File: config.mk
export PLATFORM = sky130hd
export DESIGN_NAME = mem_arbiter
export DESIGN_NICKNAME = d
export VERILOG_FILES = /design/src/rtl/mem_arb_pkg.sv /design/src/rtl/mem_arb_select.sv /design/src/rtl/mem_arbiter.sv
export SDC_FILE = /design/constraint.sdc
export NUM_CORES = 1
export LEC_CHECK = 0
export CAP_MARGIN = 20
export CORE_MARGIN = 8
export CORE_UTILIZATION = 25
export DETAILED_ROUTE_END_ITERATION = 10
export DONT_BUFFER_PORTS = 1
export PLACE_DENSITY = 0.41
export SLEW_MARGIN = 0
export SYNTH_ARGS = -nofsm -noshare
export SYNTH_HDL_FRONTEND = slang
export SYNTH_SLANG_ARGS = --single-unit
File: constraint.sdc
create_clock -name clk -period 4.1 [get_ports clk]
set_input_delay 1.025 -clock clk [delete_from_list [all_inputs] [get_ports clk]]
set_output_delay 1.025 -clock clk [all_outputs]
set_load 0.05 [all_outputs]
File: src/rtl/mem_arb_pkg.sv
// mem_arb_pkg
//   Shared types and helpers for the halfword-memory arbiter.
//   - size_e  : request size encoding (byte / halfword / word / reserved)
//   - state_e : arbiter sequencing states
//   - lane / beat constants and helpers that map a request onto one
//     16-bit memory beat (lane 0 = even byte, lane 1 = odd byte)
package mem_arb_pkg;

    typedef enum logic [1:0] {
        SZ_BYTE = 2'b00,
        SZ_HALF = 2'b01,
        SZ_WORD = 2'b10,
        SZ_RSVD = 2'b11
    } size_e;

    typedef enum logic [1:0] {
        ST_IDLE = 2'b00,
        ST_ACC0 = 2'b01,
        ST_ACC1 = 2'b10,
        ST_RESP = 2'b11
    } state_e;

    localparam bit          LANE_EVEN  = 1'b0;
    localparam bit          LANE_ODD   = 1'b1;
    localparam int unsigned BEAT_BYTES = 2;

    // Reserved size, or a halfword/word that does not start on an even byte.
    function automatic logic is_illegal(input size_e size, input logic addr0);
        return (size == SZ_RSVD) || ((size != SZ_BYTE) && addr0);
    endfunction

    // Write data for one beat. A byte is replicated on both lanes so the
    // lane enable alone decides where it lands; beat 1 carries the upper
    // halfword of a word.
    function automatic logic [0:1][7:0] lane_data(input logic [31:0] wdata,
                                                  input size_e       size,
                                                  input logic        beat);
        logic [0:1][7:0] d;
        if (size == SZ_BYTE) begin
            d[LANE_EVEN] = wdata[7:0];
            d[LANE_ODD]  = wdata[7:0];
        end else if (beat) begin
            d[LANE_EVEN] = wdata[23:16];
            d[LANE_ODD]  = wdata[31:24];
        end else begin
            d[LANE_EVEN] = wdata[7:0];
            d[LANE_ODD]  = wdata[15:8];
        end
        return d;
    endfunction

    // Per-lane write enables: bytes touch only the lane picked by addr[0].
    function automatic logic [0:1] lane_en(input size_e size, input logic addr0);
        logic [0:1] en;
        if (size == SZ_BYTE) begin
            en        = '0;
            en[addr0] = 1'b1;
        end else begin
            en = '1;
        end
        return en;
    endfunction

endpackage

File: src/rtl/mem_arb_select.sv
// mem_arb_select
//   Chooses which requesting port is granted when the arbiter is idle.
//   Build option MEM_ARB_RR_EN: defined -> round-robin, the search starts
//   at the port after the last granted one (pointer resets to port 0);
//   undefined -> fixed priority, lowest index wins, no pointer state.
// Ports:
//   clk, rst   : clock, synchronous active-high reset
//   i_req      : per-port request vector
//   i_advance  : a grant is being taken this cycle (moves the pointer)
//   o_valid    : at least one port is requesting
//   o_idx      : index of the selected port
module mem_arb_select #(
    parameter int NUM_PORTS = 2,
    parameter int IDX_W     = 1
) (
    input  logic                 clk,
    input  logic                 rst,
    input  logic [NUM_PORTS-1:0] i_req,
    input  logic                 i_advance,
    output logic                 o_valid,
    output logic [IDX_W-1:0]     o_idx
);

`ifdef MEM_ARB_RR_EN
    logic [IDX_W-1:0] ptr_q, ptr_d;

    always_comb begin
        int unsigned cand;
        // NOTE: every combinational output gets a default before any branch,
        // so no path leaves it unassigned and no latch is inferred.
        o_valid = 1'b0;
        o_idx   = '0;
        cand    = 0;
        for (int i = 0; i < NUM_PORTS; i++) begin
            cand = (int'(ptr_q) + i) % NUM_PORTS;
            if (!o_valid && i_req[cand]) begin
                o_valid = 1'b1;
                o_idx   = IDX_W'(cand);
            end
        end
    end

    always_comb begin
        ptr_d = ptr_q;
        if (i_advance && o_valid) begin
            ptr_d = IDX_W'((int'(o_idx) + 1) % NUM_PORTS);
        end
    end

    always_ff @(posedge clk) begin
        // NOTE: state is updated with non-blocking assignments so every flop
        // samples pre-edge values regardless of block ordering.
        if (rst) begin
            ptr_q <= '0;
        end else begin
            ptr_q <= ptr_d;
        end
    end
`else
    logic unused_ok;
    assign unused_ok = ^{clk, rst, i_advance};

    always_comb begin
        o_valid = 1'b0;
        o_idx   = '0;
        for (int i = 0; i < NUM_PORTS; i++) begin
            if (!o_valid && i_req[i]) begin
                o_valid = 1'b1;
                o_idx   = IDX_W'(i);
            end
        end
    end
`endif

endmodule

File: src/rtl/mem_arbiter.sv
// mem_arbiter
//   Arbitrates NUM_PORTS requesters onto a 16-bit, 1-cycle synchronous
//   memory. Bytes and halfwords take one beat, words take two (low half
//   first). Misaligned or reserved-size requests are rejected with o_err
//   without touching memory. Arbitration happens only in IDLE.
//   Build option MEM_ARB_RR_EN selects round-robin (see mem_arb_select).
// Ports:
//   clk, rst                    : clock, synchronous active-high reset
//   i_req/i_wr/i_size/i_addr/i_wdata : per-port command, held until ack
//   o_ack                       : one-cycle completion strobe per port
//   o_err, o_rdata              : response, valid with o_ack
//   o_busy                      : arbiter not idle
//   i_mem_do, o_mem_*           : memory beat interface (lane 0 = even byte)
module mem_arbiter
    import mem_arb_pkg::*;
#(
    parameter  int MEM_DEPTH  = 2**12,
    parameter  int NUM_PORTS  = 2,
    localparam int ADDR_WIDTH = $clog2(MEM_DEPTH*2)
) (
    input  logic                                 clk,
    input  logic                                 rst,
    input  logic [NUM_PORTS-1:0]                 i_req,
    input  logic [NUM_PORTS-1:0]                 i_wr,
    input  logic [NUM_PORTS-1:0][1:0]            i_size,
    input  logic [NUM_PORTS-1:0][ADDR_WIDTH-1:0] i_addr,
    input  logic [NUM_PORTS-1:0][31:0]           i_wdata,
    output logic [NUM_PORTS-1:0]                 o_ack,
    output logic                                 o_err,
    output logic [31:0]                          o_rdata,
    output logic                                 o_busy,
    input  logic [0:1][7:0]                      i_mem_do,
    output logic [0:1][7:0]                      o_mem_di,
    output logic [ADDR_WIDTH-1:0]                o_mem_addr,
    output logic                                 o_mem_en,
    output logic                                 o_mem_rd_en,
    output logic [0:1]                           o_mem_wr_en
);

    localparam int IDX_W = (NUM_PORTS > 1) ? $clog2(NUM_PORTS) : 1;
    localparam logic [ADDR_WIDTH:0] MEM_BYTES = (ADDR_WIDTH+1)'(2*MEM_DEPTH);

    // Beat 1 of a word sits two bytes up, wrapping at the end of memory.
    function automatic logic [ADDR_WIDTH-1:0] beat_addr(input logic [ADDR_WIDTH-1:0] base,
                                                        input logic                  beat);
        logic [ADDR_WIDTH:0] sum;
        sum = {1'b0, base};
        if (beat) sum = sum + (ADDR_WIDTH+1)'(BEAT_BYTES);
        if (sum >= MEM_BYTES) sum = sum - MEM_BYTES;
        return sum[ADDR_WIDTH-1:0];
    endfunction

    state_e                 state_q, state_d;
    logic [IDX_W-1:0]       cmd_port_q, cmd_port_d;
    logic                   cmd_wr_q, cmd_wr_d;
    size_e                  cmd_size_q, cmd_size_d;
    logic [ADDR_WIDTH-1:0]  cmd_addr_q, cmd_addr_d;
    logic [31:0]            cmd_wdata_q, cmd_wdata_d;
    logic [15:0]            rdata_lo_q, rdata_lo_d;
    logic [NUM_PORTS-1:0]   ack_q, ack_d;
    logic                   err_q, err_d;
    logic                   mem_en_q, mem_en_d;
    logic                   mem_rd_en_q, mem_rd_en_d;
    logic [0:1]             mem_wr_en_q, mem_wr_en_d;
    logic [ADDR_WIDTH-1:0]  mem_addr_q, mem_addr_d;
    logic [0:1][7:0]        mem_di_q, mem_di_d;

    logic                   sel_valid, sel_advance;
    logic [IDX_W-1:0]       sel_idx;

    mem_arb_select #(
        .NUM_PORTS (NUM_PORTS),
        .IDX_W     (IDX_W)
    ) u_select (
        .clk       (clk),
        .rst       (rst),
        .i_req     (i_req),
        .i_advance (sel_advance),
        .o_valid   (sel_valid),
        .o_idx     (sel_idx)
    );

    logic                  win_wr;
    size_e                 win_size;
    logic [ADDR_WIDTH-1:0] win_addr;
    logic [31:0]           win_wdata;

    assign win_wr    = i_wr[sel_idx];
    assign win_size  = size_e'(i_size[sel_idx]);
    assign win_addr  = i_addr[sel_idx];
    assign win_wdata = i_wdata[sel_idx];

    // Source of the beat about to be issued: the winner's live inputs on
    // the grant edge, the captured command for beat 1 of a word.
    logic                  beat_go, beat_idx, src_wr;
    size_e                 src_size;
    logic [ADDR_WIDTH-1:0] src_addr;
    logic [31:0]           src_wdata;

    always_comb begin
        state_d     = state_q;
        cmd_port_d  = cmd_port_q;
        cmd_wr_d    = cmd_wr_q;
        cmd_size_d  = cmd_size_q;
        cmd_addr_d  = cmd_addr_q;
        cmd_wdata_d = cmd_wdata_q;
        rdata_lo_d  = rdata_lo_q;
        ack_d       = '0;
        err_d       = 1'b0;
        sel_advance = 1'b0;
        beat_go     = 1'b0;
        beat_idx    = 1'b0;
        src_wr      = cmd_wr_q;
        src_size    = cmd_size_q;
        src_addr    = cmd_addr_q;
        src_wdata   = cmd_wdata_q;
        mem_en_d    = 1'b0;
        mem_rd_en_d = 1'b0;
        mem_wr_en_d = '0;
        mem_addr_d  = '0;
        mem_di_d    = '0;

        case (state_q)
            ST_IDLE: begin
                if (sel_valid) begin
                    sel_advance = 1'b1;
                    cmd_port_d  = sel_idx;
                    cmd_wr_d    = win_wr;
                    cmd_size_d  = win_size;
                    cmd_addr_d  = win_addr;
                    cmd_wdata_d = win_wdata;
                    if (is_illegal(win_size, win_addr[0])) begin
                        state_d        = ST_RESP;
                        ack_d[sel_idx] = 1'b1;
                        err_d          = 1'b1;
                    end else begin
                        state_d   = ST_ACC0;
                        beat_go   = 1'b1;
                        src_wr    = win_wr;
                        src_size  = win_size;
                        src_addr  = win_addr;
                        src_wdata = win_wdata;
                    end
                end
            end
            ST_ACC0: begin
                if (cmd_size_q == SZ_WORD) begin
                    state_d  = ST_ACC1;
                    beat_go  = 1'b1;
                    beat_idx = 1'b1;
                end else begin
                    state_d           = ST_RESP;
                    ack_d[cmd_port_q] = 1'b1;
                end
            end
            ST_ACC1: begin
                // Beat-0 read data arrives now; beat 1 arrives in RESP.
                if (!cmd_wr_q) rdata_lo_d = {i_mem_do[LANE_ODD], i_mem_do[LANE_EVEN]};
                state_d           = ST_RESP;
                ack_d[cmd_port_q] = 1'b1;
            end
            ST_RESP: state_d = ST_IDLE;
            default: state_d = ST_IDLE;
        endcase

        if (beat_go) begin
            mem_en_d    = 1'b1;
            mem_rd_en_d = !src_wr;
            mem_addr_d  = beat_addr(src_addr, beat_idx);
            if (src_wr) begin
                mem_wr_en_d = lane_en(src_size, src_addr[0]);
                mem_di_d    = lane_data(src_wdata, src_size, beat_idx);
            end
        end
    end

    always_ff @(posedge clk) begin
        if (rst) begin
            state_q     <= ST_IDLE;
            cmd_port_q  <= '0;
            cmd_wr_q    <= 1'b0;
            cmd_size_q  <= SZ_BYTE;
            cmd_addr_q  <= '0;
            cmd_wdata_q <= '0;
            rdata_lo_q  <= '0;
            ack_q       <= '0;
            err_q       <= 1'b0;
            mem_en_q    <= 1'b0;
            mem_rd_en_q <= 1'b0;
            mem_wr_en_q <= '0;
            mem_addr_q  <= '0;
            mem_di_q    <= '0;
        end else begin
            state_q     <= state_d;
            cmd_port_q  <= cmd_port_d;
            cmd_wr_q    <= cmd_wr_d;
            cmd_size_q  <= cmd_size_d;
            cmd_addr_q  <= cmd_addr_d;
            cmd_wdata_q <= cmd_wdata_d;
            rdata_lo_q  <= rdata_lo_d;
            ack_q       <= ack_d;
            err_q       <= err_d;
            mem_en_q    <= mem_en_d;
            mem_rd_en_q <= mem_rd_en_d;
            mem_wr_en_q <= mem_wr_en_d;
            mem_addr_q  <= mem_addr_d;
            mem_di_q    <= mem_di_d;
        end
    end

    // Read data is assembled from the memory output in RESP itself, since
    // the last beat only becomes valid in that cycle.
    logic [31:0] rdata;

    always_comb begin
        rdata = '0;
        if (state_q == ST_RESP && !err_q && !cmd_wr_q) begin
            case (cmd_size_q)
                SZ_BYTE: rdata = {24'b0, i_mem_do[cmd_addr_q[0]]};
                SZ_HALF: rdata = {16'b0, i_mem_do[LANE_ODD], i_mem_do[LANE_EVEN]};
                SZ_WORD: rdata = {i_mem_do[LANE_ODD], i_mem_do[LANE_EVEN], rdata_lo_q};
                default: rdata = '0;
            endcase
        end
    end

    assign o_ack       = ack_q;
    assign o_err       = err_q;
    assign o_rdata     = rdata;
    assign o_busy      = (state_q != ST_IDLE);
    assign o_mem_en    = mem_en_q;
    assign o_mem_rd_en = mem_rd_en_q;
    assign o_mem_wr_en = mem_wr_en_q;
    assign o_mem_addr  = mem_addr_q;
    assign o_mem_di    = mem_di_q;

endmodule

==> results.yml, run 1 <==
final_layout:
  nNetsFinal: 818
  drive_gt1_share_pct: 9.42
  fin_util_pct: 28.3
  antenna_cells: 0
  final_area_um2: 6390
  n_fill_cell: 2448
  syn_to_final_growth_pct: 11.4
setup_path:
  critPathTopFamily: "simple AND/OR/NAND/NOR gates"
  critPathArrivalTime_ns: 2.34
  slowest_delay_ns: 0.57
  worstSetupStartpointType: "register"
  required_ns: 3.07
  worst-r2r-cell-count: 13
  r2r_end: "o_mem_addr[9]$_SDFF_PP0_"
  slowest_stage: "or3b_2"
  cp.depth: 5
  crit_fanout: 16
  worstSetupEndpointType: "primary output"
  path_class: "register to primary output"
  reg2reg_setup_slack_ns: 0.77
  r2r_start: "state_q[0]$_SDFFE_PP0P_"
  cp_num_buf_inv: 1
  cp_cell_sequence: "ha_1 > or3b_2 > nor2_1 > buf_4 > and2_1"
  crit_path_end: "o_rdata[25]"
  cp-startpoint: "state_q[1]$_SDFFE_PP0P_"
grt:
  grt_pass1_wl_um: 32400
  antenna_found_initial: 3
  grt-ovfl-total: 0
  grt.total_usage_pct: 14.8
  grt_max_degree: 67
  grt_pass1_vias: 5201
route:
  avgRoutedWirePerCell_um: 21.8
  firstDrtPassIters: 5
  drc_errors: 0
  vias: 5296
  drt_iter0_drc: 321
  viasPerCell: 5.37
  wirelength_um: 21500
  ant_nets: 0
timing:
  grt_setup_unrepaired: "false"
  maxSlewViolCount: 0
  hold_viol: 0
  tightest_slew_ns: 1.04
  max_freq_ghz: 0.297
  clock_skew_ns: 0.00982
  finalSetupViolations: 0
  fin_crit_sh_pct: 82.1
  fin_tns_setup_ns: 0
  slew_headroom_pct: 30.4
  fin_crit_ns: 3.36
synthesis:
  async_reset_ff_share_pct: 0
  ys_warn_count: 0
  ys_ff_latch: 103
  ys.flop_type: "dfxtp_1"
  syn_inst: 713
  seq_area_frac_synth_pct: 35.9
  synth_edf_count: 0
  syn-num-nets: 835
  synth_area_um2: 5740
  avgSynthCellArea_um2: 8.05
  synth.distinct_cells: 63
power:
  power_leakage_nw: 2.37
  powerDensity_nw_per_um2: 635
  irDropWorstVdd_uv: 188
outcome:
  status: "finished clean"
clock_tree:
  cts_made_buffers: 9
  cts_resized: 0
  root_buffer: "clkbuf_16"
  htreeDepth: 3
  clock-sinks: 103
  tritoncts: "built"
  cts_setup_buffers: 0
  hold_buffers: 0
  insertion_delay_ns: 0.35
  clk_pin_slew_ns: 0.07
  clk_path_buf_depth: 2
placed_design:
  placed_area_um2: 6070
  routabilityCongestion: 0.792
  hpwl_um: 15600
  io_buffers: 0
die:
  start_util_pct: 25.4
  placementRows: 55
  die_h_um: 168
  pin_count: 185
  core_area_um2: 22600
  die-area_um2: 28100
  die_width_um: 168
hold_path:
  holdCritPathClass: "register to register"
flow_run:
  cap_violations: 0
==> worst reg2reg max path, delay by kind of cell (launching register included) <==
family | cells | cell delay, ns
AOI/OAI and AO/OA | 3 | 0.51
DFF | 1 | 0.37
and+or+nand+nor | 6 | 1.32
buffers and inverters | 2 | 0.33
adders and majority gates | 2 | 0.68
==> final cells by class <==
cell class	instances	area [um2]	area share, %
Multi-Input combinational cell	541	3380	52.9
Sequential cell	103	2060	32.3
Timing Repair Buffer	31	236	3.70
Tap cell	285	357	5.58
Clock buffer	12	267	4.17
Inverter	10	37.5	0.587
Clock inverter	4	51.3	0.803
==> routing by layer <==
| layer | share of wire (%) | GRT usage [%] |
|---|---|---|
| met4 | 1.7 | 4.66 |
| met1 | 44 | 18.2 |
| met5 | 0.061 | 0 |
| met3 | 8.3 | 4.89 |
| met2 | 46 | 24.2 |
==> how the worst min path moves through the flow <==
stage / startpoint / to / slack, ns / depth (start not counted)
floorplan: rdata_lo_q[0]$_SDFFE_PP0P_ / rdata_lo_q[0]$_SDFFE_PP0P_ / 0.44 / 2
global placement: rdata_lo_q[2]$_SDFFE_PP0P_ / rdata_lo_q[2]$_SDFFE_PP0P_ / 0.44 / 2
detailed placement: rdata_lo_q[1]$_SDFFE_PP0P_ / rdata_lo_q[1]$_SDFFE_PP0P_ / 0.44 / 2
CTS: rdata_lo_q[1]$_SDFFE_PP0P_ / rdata_lo_q[1]$_SDFFE_PP0P_ / 0.45 / 2
global route: rdata_lo_q[3]$_SDFFE_PP0P_ / rdata_lo_q[3]$_SDFFE_PP0P_ / 0.47 / 2
finish: rdata_lo_q[1]$_SDFFE_PP0P_ / rdata_lo_q[1]$_SDFFE_PP0P_ / 0.45 / 2
==> cells in the mapped netlist (3+ instances only) <==
| cell type | n | area share [%] |
|---|---|---|
| a211oi_1 | 30 | 3.9 |
| a22oi_1 | 16 | 2.1 |
| or4_1 | 3 | 0.39 |
| xor2_1 | 4 | 0.61 |
| nor2_1 | 89 | 5.8 |
| inv_1 | 8 | 0.52 |
| nor3_1 | 15 | 1.3 |
| buf_2 | 13 | 1.1 |
| nand2b_1 | 4 | 0.44 |
| buf_1 | 3 | 0.20 |
| a211o_1 | 7 | 1.1 |
| a31oi_1 | 11 | 1.2 |
| nand3_1 | 24 | 2.1 |
| nand4_1 | 5 | 0.55 |
| mux2i_1 | 31 | 5.4 |
| nand2_1 | 99 | 6.5 |
| clkbuf_1 | 36 | 2.4 |
| o21ai_0 | 22 | 1.9 |
| nor4b_1 | 3 | 0.46 |
| a311oi_1 | 14 | 2.1 |
| and3_1 | 5 | 0.55 |
| and2_1 | 16 | 1.7 |
| a21o_1 | 5 | 0.65 |
| o211ai_1 | 11 | 1.4 |
| ha_1 | 6 | 1.3 |
| nor2b_1 | 4 | 0.44 |
| o221ai_1 | 13 | 2.0 |
| mux4_2 | 5 | 2.0 |
| buf_6 | 3 | 0.59 |
| dfxtp_1 | 103 | 36 |
| a21oi_1 | 43 | 3.8 |
| xnor2_1 | 5 | 0.76 |
| or3_1 | 10 | 1.1 |
| buf_4 | 4 | 0.52 |
| o211a_1 | 7 | 1.2 |
==> layout by cell type, fill, tap and decap left out, types with 4 or more instances in the layout <==
master,instances
dfxtp_1,103
nand2_1,99
nor2_1,88
a21oi_1,43
mux2i_1,31
a211oi_1,30
buf_4,30
nand3_1,24
o21ai_0,20
and2_1,16
a22oi_1,16
nor3_1,15
a311oi_1,14
o221ai_1,13
a31oi_1,11
o211ai_1,11
or3_1,10
clkbuf_16,9
inv_1,8
a211o_1,7
o211a_1,7
ha_1,6
a21o_1,5
mux4_2,5
and3_1,5
nand4_1,5
xnor2_1,5
nand2b_1,4
xor2_1,4
==> sequential cells by signal (all words and copies together) (netlist names), 2 cells and up <==
signal,flops
cmd_wdata_q,32
o_mem_di,16
rdata_lo_q,16
cmd_addr_q,13
o_mem_addr,13
cmd_size_q,2
o_ack,2
o_mem_wr_en,2
state_q,2
==> metrics by stage <==
stage          setup WS [ns]  cells  power [W]  hold slack [ns]
2_1_floorplan          0.504    713    0.00271            0.437
3_3_place_gp           0.489    969    0.00313            0.437
3_5_place_dp           0.415    970    0.00315            0.445
4_1_cts                0.698    986    0.00411            0.455
5_1_grt                0.397    986    0.00436            0.468
6_report               0.736    986    0.00406            0.453
==> where the power goes <==
| group | leakage [nW] | switching (W) | total [W] | internal, W |
|---|---|---|---|---|
| Combinational | 1.37 | 0.00103 | 0.00155 | 0.000527 |
| Sequential | 0.845 | 0.000325 | 0.00157 | 0.00124 |
| Clock | 0.155 | 0.000410 | 0.000936 | 0.000526 |
==> cell families (layout without fill, tap and decap cells) <==
| logic type | count (synthesis) | count (layout) | share of synthesized area [%] |
|---|---|---|---|
| buffers and inverters | 69 | 57 | 5.45 |
| AO/OA/AOI/OAI | 198 | 198 | 24.7 |
| AND/OR/NAND/NOR | 290 | 290 | 23.3 |
| flip-flops | 103 | 103 | 35.9 |
| multiplexers | 38 | 38 | 7.96 |
| XOR/XNOR | 9 | 9 | 1.37 |
| adder cells (fa/ha/maj) | 6 | 6 | 1.31 |
No activity file was read; power rests on OpenSTA's default activity.
==> inputs of run 2 (changes only) <==
Clock period 4.1 ns to 3.3 ns, I/O delays scaled along.
==> run 2 against run 1 <==
Total power up 22%. Cell count up 2.6%. Sequential share of layout area fell by 0.64 points. First-iteration DRC count decreased by 20%. Clock-buffer cell count unchanged. Critical path depth is 1 higher. Clock skew down 0.0038 ns. Combinational power grew 29%. Worst setup slack got worse by 0.56 ns. Core utilization increased by 0.57 points. Critical path type unchanged.
==> results.yml, run 2 (synthesis gave the netlist of run 1 again) <==
clock_tree:
  htreeDepth: 3
  cts_made_buffers: 9
  cts_resized: 0
  insertion_delay_ns: 0.35
  clk_pin_slew_ns: 0.07
  root_buffer: "clkbuf_16"
  tritoncts: "built"
  cts_setup_buffers: 0
  clock-sinks: 103
  clk_path_buf_depth: 2
  hold_buffers: 0
placed_design:
  io_buffers: 0
  hpwl_um: 16000
  placed_area_um2: 6260
  routabilityCongestion: 0.784
setup_path:
  worst-r2r-cell-count: 6
  worstSetupStartpointType: "register"
  crit_fanout: 10
  path_class: "register to primary output"
  r2r_end: "o_mem_di[5]$_SDFF_PP0_"
  critPathArrivalTime_ns: 2.30
  r2r_start: "cmd_size_q[1]$_SDFFE_PP0P_"
  reg2reg_setup_slack_ns: 0.51
  required_ns: 2.47
  worstSetupEndpointType: "primary output"
route:
  avgRoutedWirePerCell_um: 21.6
  firstDrtPassIters: 6
  ant_nets: 0
  drt_iter0_drc: 257
  wirelength_um: 21800
  viasPerCell: 5.34
  drc_errors: 0
  vias: 5405
timing:
  clock_skew_ns: 0.00607
  fin_crit_sh_pct: 94.7
  slew_headroom_pct: 35.9
  grt_setup_unrepaired: "false"
  whs_ns: 0.456
  tightest_slew_ns: 0.961
  fin_crit_ns: 3.12
  hold_viol: 0
  max_freq_ghz: 0.320
  fin_tns_setup_ns: 0
  finalSetupViolations: 0
  maxSlewViolCount: 0
outcome:
  status: "finished clean"
final_layout:
  final_area_um2: 6520
  syn_to_final_growth_pct: 13.7
  largest_reg_flops: 32
  final_common_cell: "dfxtp_1"
  n_fill_cell: 2441
  fin_util_pct: 28.9
  nNetsFinal: 843
  top_register: "cmd_wdata_q"
  layout_common_cells: "103 x dfxtp_1, 99 x nand2_1, 88 x nor2_1"
  drive_gt1_share_pct: 12.1
hold_path:
  holdPathEnd: "rdata_lo_q[7]$_SDFFE_PP0P_"
  holdCritPathClass: "register to register"
  holdCritStartpoint: "rdata_lo_q[7]$_SDFFE_PP0P_"
  whs_path_depth: 2
grt:
  grt_max_degree: 70
  antenna_found_initial: 2
  grt_pass1_wl_um: 33000
  grt.total_usage_pct: 15.1
  grt_pass1_vias: 5292
  grt-ovfl-total: 0
die:
  die_width_um: 168
  start_util_pct: 25.4
  core_area_um2: 22600
  placementRows: 55
  die-area_um2: 28100
  pin_count: 185
  die_h_um: 168
power:
  power_leakage_nw: 2.47
  irDropWorstVdd_uv: 392
  powerDensity_nw_per_um2: 756
flow_run:
  cap_violations: 0
==> run 2: stage by stage <==
stage | power (W) | worst slack (ns) | instances
floorplan | 0.00337 | 0.0145 | 713
global placement | 0.00395 | 0.217 | 995
detailed placement | 0.00396 | 0.160 | 995
CTS | 0.00498 | 0.149 | 1011
global route | 0.00528 | 0.0329 | 1011
finish | 0.00493 | 0.176 | 1012
==> run 2: power by group <==
| group | switching [W] | internal (W) | total [W] |
|---|---|---|---|
| Sequential | 0.000390 | 0.00154 | 0.00193 |
| Clock | 0.000489 | 0.000510 | 0.000999 |
| Combinational | 0.00130 | 0.000695 | 0.00200 |
| Total | 0.00218 | 0.00275 | 0.00493 |
==> run 2: worst max-delay path, stage by stage, from the launching register on <==
cell and delay, ns:
dfxtp_1 0.45, ha_1 0.18, or3b_2 0.57, nor2_1 0.23, buf_4 0.19, and2_1 0.13
buf_4 0.19
==> run 2: how the worst max path moves through the flow <==
stage / slack [ns] / startpoint / cells past startpoint / to
final: 0.18 / state_q[1]$_SDFFE_PP0P_ / 6 / o_rdata[16]
after global routing: 0.03 / state_q[1]$_SDFFE_PP0P_ / 5 / o_rdata[3]
after detailed placement: 0.16 / i_size[2] / 11 / o_mem_addr[11]$_SDFF_PP0_
after CTS: 0.15 / state_q[1]$_SDFFE_PP0P_ / 6 / o_rdata[16]
after global placement: 0.22 / i_req[0] / 7 / o_mem_di[6]$_SDFF_PP0_
after floorplan: 0.01 / i_req[0] / 16 / o_mem_addr[11]$_SDFF_PP0_
==> run 2: layout make-up <==
class	count	area [um2]	area share [%]
clock buffers	12	236	3.63
clock inverters	4	22.5	0.345
diodes	1	2.50	0.0384
multi-input cells	541	3380	51.9
well taps	285	357	5.47
repair buffers	56	420	6.45
inverters	10	37.5	0.576
flip-flops and latches	103	2060	31.6
==> run 2: routing by layer <==
metal,routed length (um),global-route usage (%),up-vias
met2,10200,24.3,176
li1,-,-,2613
met3,1640,4.84,21
met1,9700,19.2,2595
met5,0,0,-
met4,300,3.88,0
==> inputs of run 3 (changes only) <==
Settings changed: MAX_ROUTING_LAYER set to met4, TNS_END_PERCENT set to 30.
==> run 3 against run 2 <==
Fmax fell by 0.23%. Register-to-register slack improved by 0.03 ns. Cell count barely moved. Non-clock buffer count did not move. Critical path type unchanged. Critical endpoint unchanged. Largest power group unchanged.
==> results.yml, run 3 (synthesis gave the netlist of run 1 again) <==
timing:
  timing.final.ws_setup_ns: 0.169
  hold_viol: 0
  fin_crit_ns: 3.13
  whs_ns: 0.452
  slew_headroom_pct: 37.2
  max_freq_ghz: 0.319
  clock_skew_ns: 0.00636
  fin_tns_setup_ns: 0
  maxSlewViolCount: 0
  grt_setup_unrepaired: "false"
  finalSetupViolations: 0
  fin_crit_sh_pct: 94.9
  tightest_slew_ns: 0.941
setup_path:
  required_ns: 2.47
  path_class: "register to primary output"
  cp-startpoint: "state_q[1]$_SDFFE_PP0P_"
  worstSetupStartpointType: "register"
  worstSetupEndpointType: "primary output"
  r2r_start: "cmd_size_q[1]$_SDFFE_PP0P_"
  crit_fanout: 10
  critPathArrivalTime_ns: 2.31
power:
  powerDensity_nw_per_um2: 758
  p_seq_share_pct: 39.1
  irDropWorstVdd_uv: 393
  power_leakage_nw: 2.47
  power_switching_w: 0.00219
  p_clk_share_pct: 20.3
  intPower_w: 0.00275
  switching_share_pct: 44.3
  combPwrFrac_pct: 40.5
die:
  die_width_um: 168
  pin_count: 185
  die_h_um: 168
  placementRows: 55
  core_area_um2: 22600
  start_util_pct: 25.4
  die-area_um2: 28100
placed_design:
  routabilityCongestion: 0.795
  hpwl_um: 16000
  io_buffers: 0
  placed_area_um2: 6260
  pre_cts_ws_ns: 0.160
  dp.cells: 995
route:
  firstDrtPassIters: 6
  drc_errors: 0
  drt_iter0_drc: 260
  ant_nets: 0
  viasPerCell: 5.38
  vias: 5442
  wirelength_um: 21900
  avgRoutedWirePerCell_um: 21.6
final_layout:
  largest_reg_flops: 32
  layout_common_cells: "103 x dfxtp_1, 99 x nand2_1, 88 x nor2_1"
  nNetsFinal: 843
  top_register: "cmd_wdata_q"
  final_common_cell: "dfxtp_1"
  syn_to_final_growth_pct: 13.6
  drive_gt1_share_pct: 12.1
  final_area_um2: 6520
  antenna_cells: 0
  fin_cells: 1011
clock_tree:
  cts_made_buffers: 9
  clk_path_buf_depth: 2
  cts_setup_buffers: 0
  root_buffer: "clkbuf_16"
  hold_buffers: 0
  clock-sinks: 103
  clk_pin_slew_ns: 0.07
  cts_resized: 0
  insertion_delay_ns: 0.36
  tritoncts: "built"
  htreeDepth: 3
grt:
  grt-ovfl-total: 0
  grt_pass1_vias: 5305
  grt_pass1_wl_um: 33000
  antenna_found_initial: 2
  grt.total_usage_pct: 15.5
  grt_max_degree: 70
hold_path:
  holdCritStartpoint: "rdata_lo_q[1]$_SDFFE_PP0P_"
  holdCritPathClass: "register to register"
outcome:
  status: "finished clean"
flow_run:
  cap_violations: 0
## run 3: layer usage
layer | up-vias | global-route usage (%) | part of all wire, %
met5 | - | - | 0
met2 | 183 | 24.3 | 46
li1 | 2611 | - | -
met4 | 0 | 3.88 | 1.3
met1 | 2627 | 19.2 | 45
met3 | 21 | 4.87 | 7.6
## run 3: final cells by class
class	instances	area (um2)
fill	2442	16100
multi-input combinational	541	3380
sequential	103	2060
timing repair buffer	56	420
tap	285	357
clock buffer	12	236
inverter	10	37.5
clock inverter	4	22.5
## run 3: critical path, cell delays in order, from the launching register on
cell and delay, ns:
dfxtp_1 0.45, ha_1 0.19, or3b_2 0.57, nor2_1 0.23
buf_4 0.19, and2_1 0.13, buf_4 0.19
## run 3: power by group through the flow
stage               Combinational [W]  Clock, W  Sequential [W]
global route                  0.00223   0.00107         0.00198
detailed placement            0.00201         0         0.00196
CTS                           0.00201   0.00103         0.00193
finish                        0.00200   0.00100         0.00193
global placement              0.00199         0         0.00196
floorplan                     0.00150         0         0.00187
## run 3: worst paths after layout
path / end / slack, ns / cells after the start
max: o_rdata[16] / 0.17 / 6
min reg2reg: rdata_lo_q[1]$_SDFFE_PP0P_ / 0.45 / 2
max reg2reg: o_mem_di[5]$_SDFF_PP0_ / 0.54 / 6
min: rdata_lo_q[1]$_SDFFE_PP0P_ / 0.45 / 2
## run 3: metrics by stage
step,utilization (%),total power [W]
6_report,28.9,0.00494
5_1_grt,28.9,0.00528
4_1_cts,28.9,0.00498
3_5_place_dp,27.7,0.00396
3_3_place_gp,27.7,0.00395
2_1_floorplan,-,0.00337
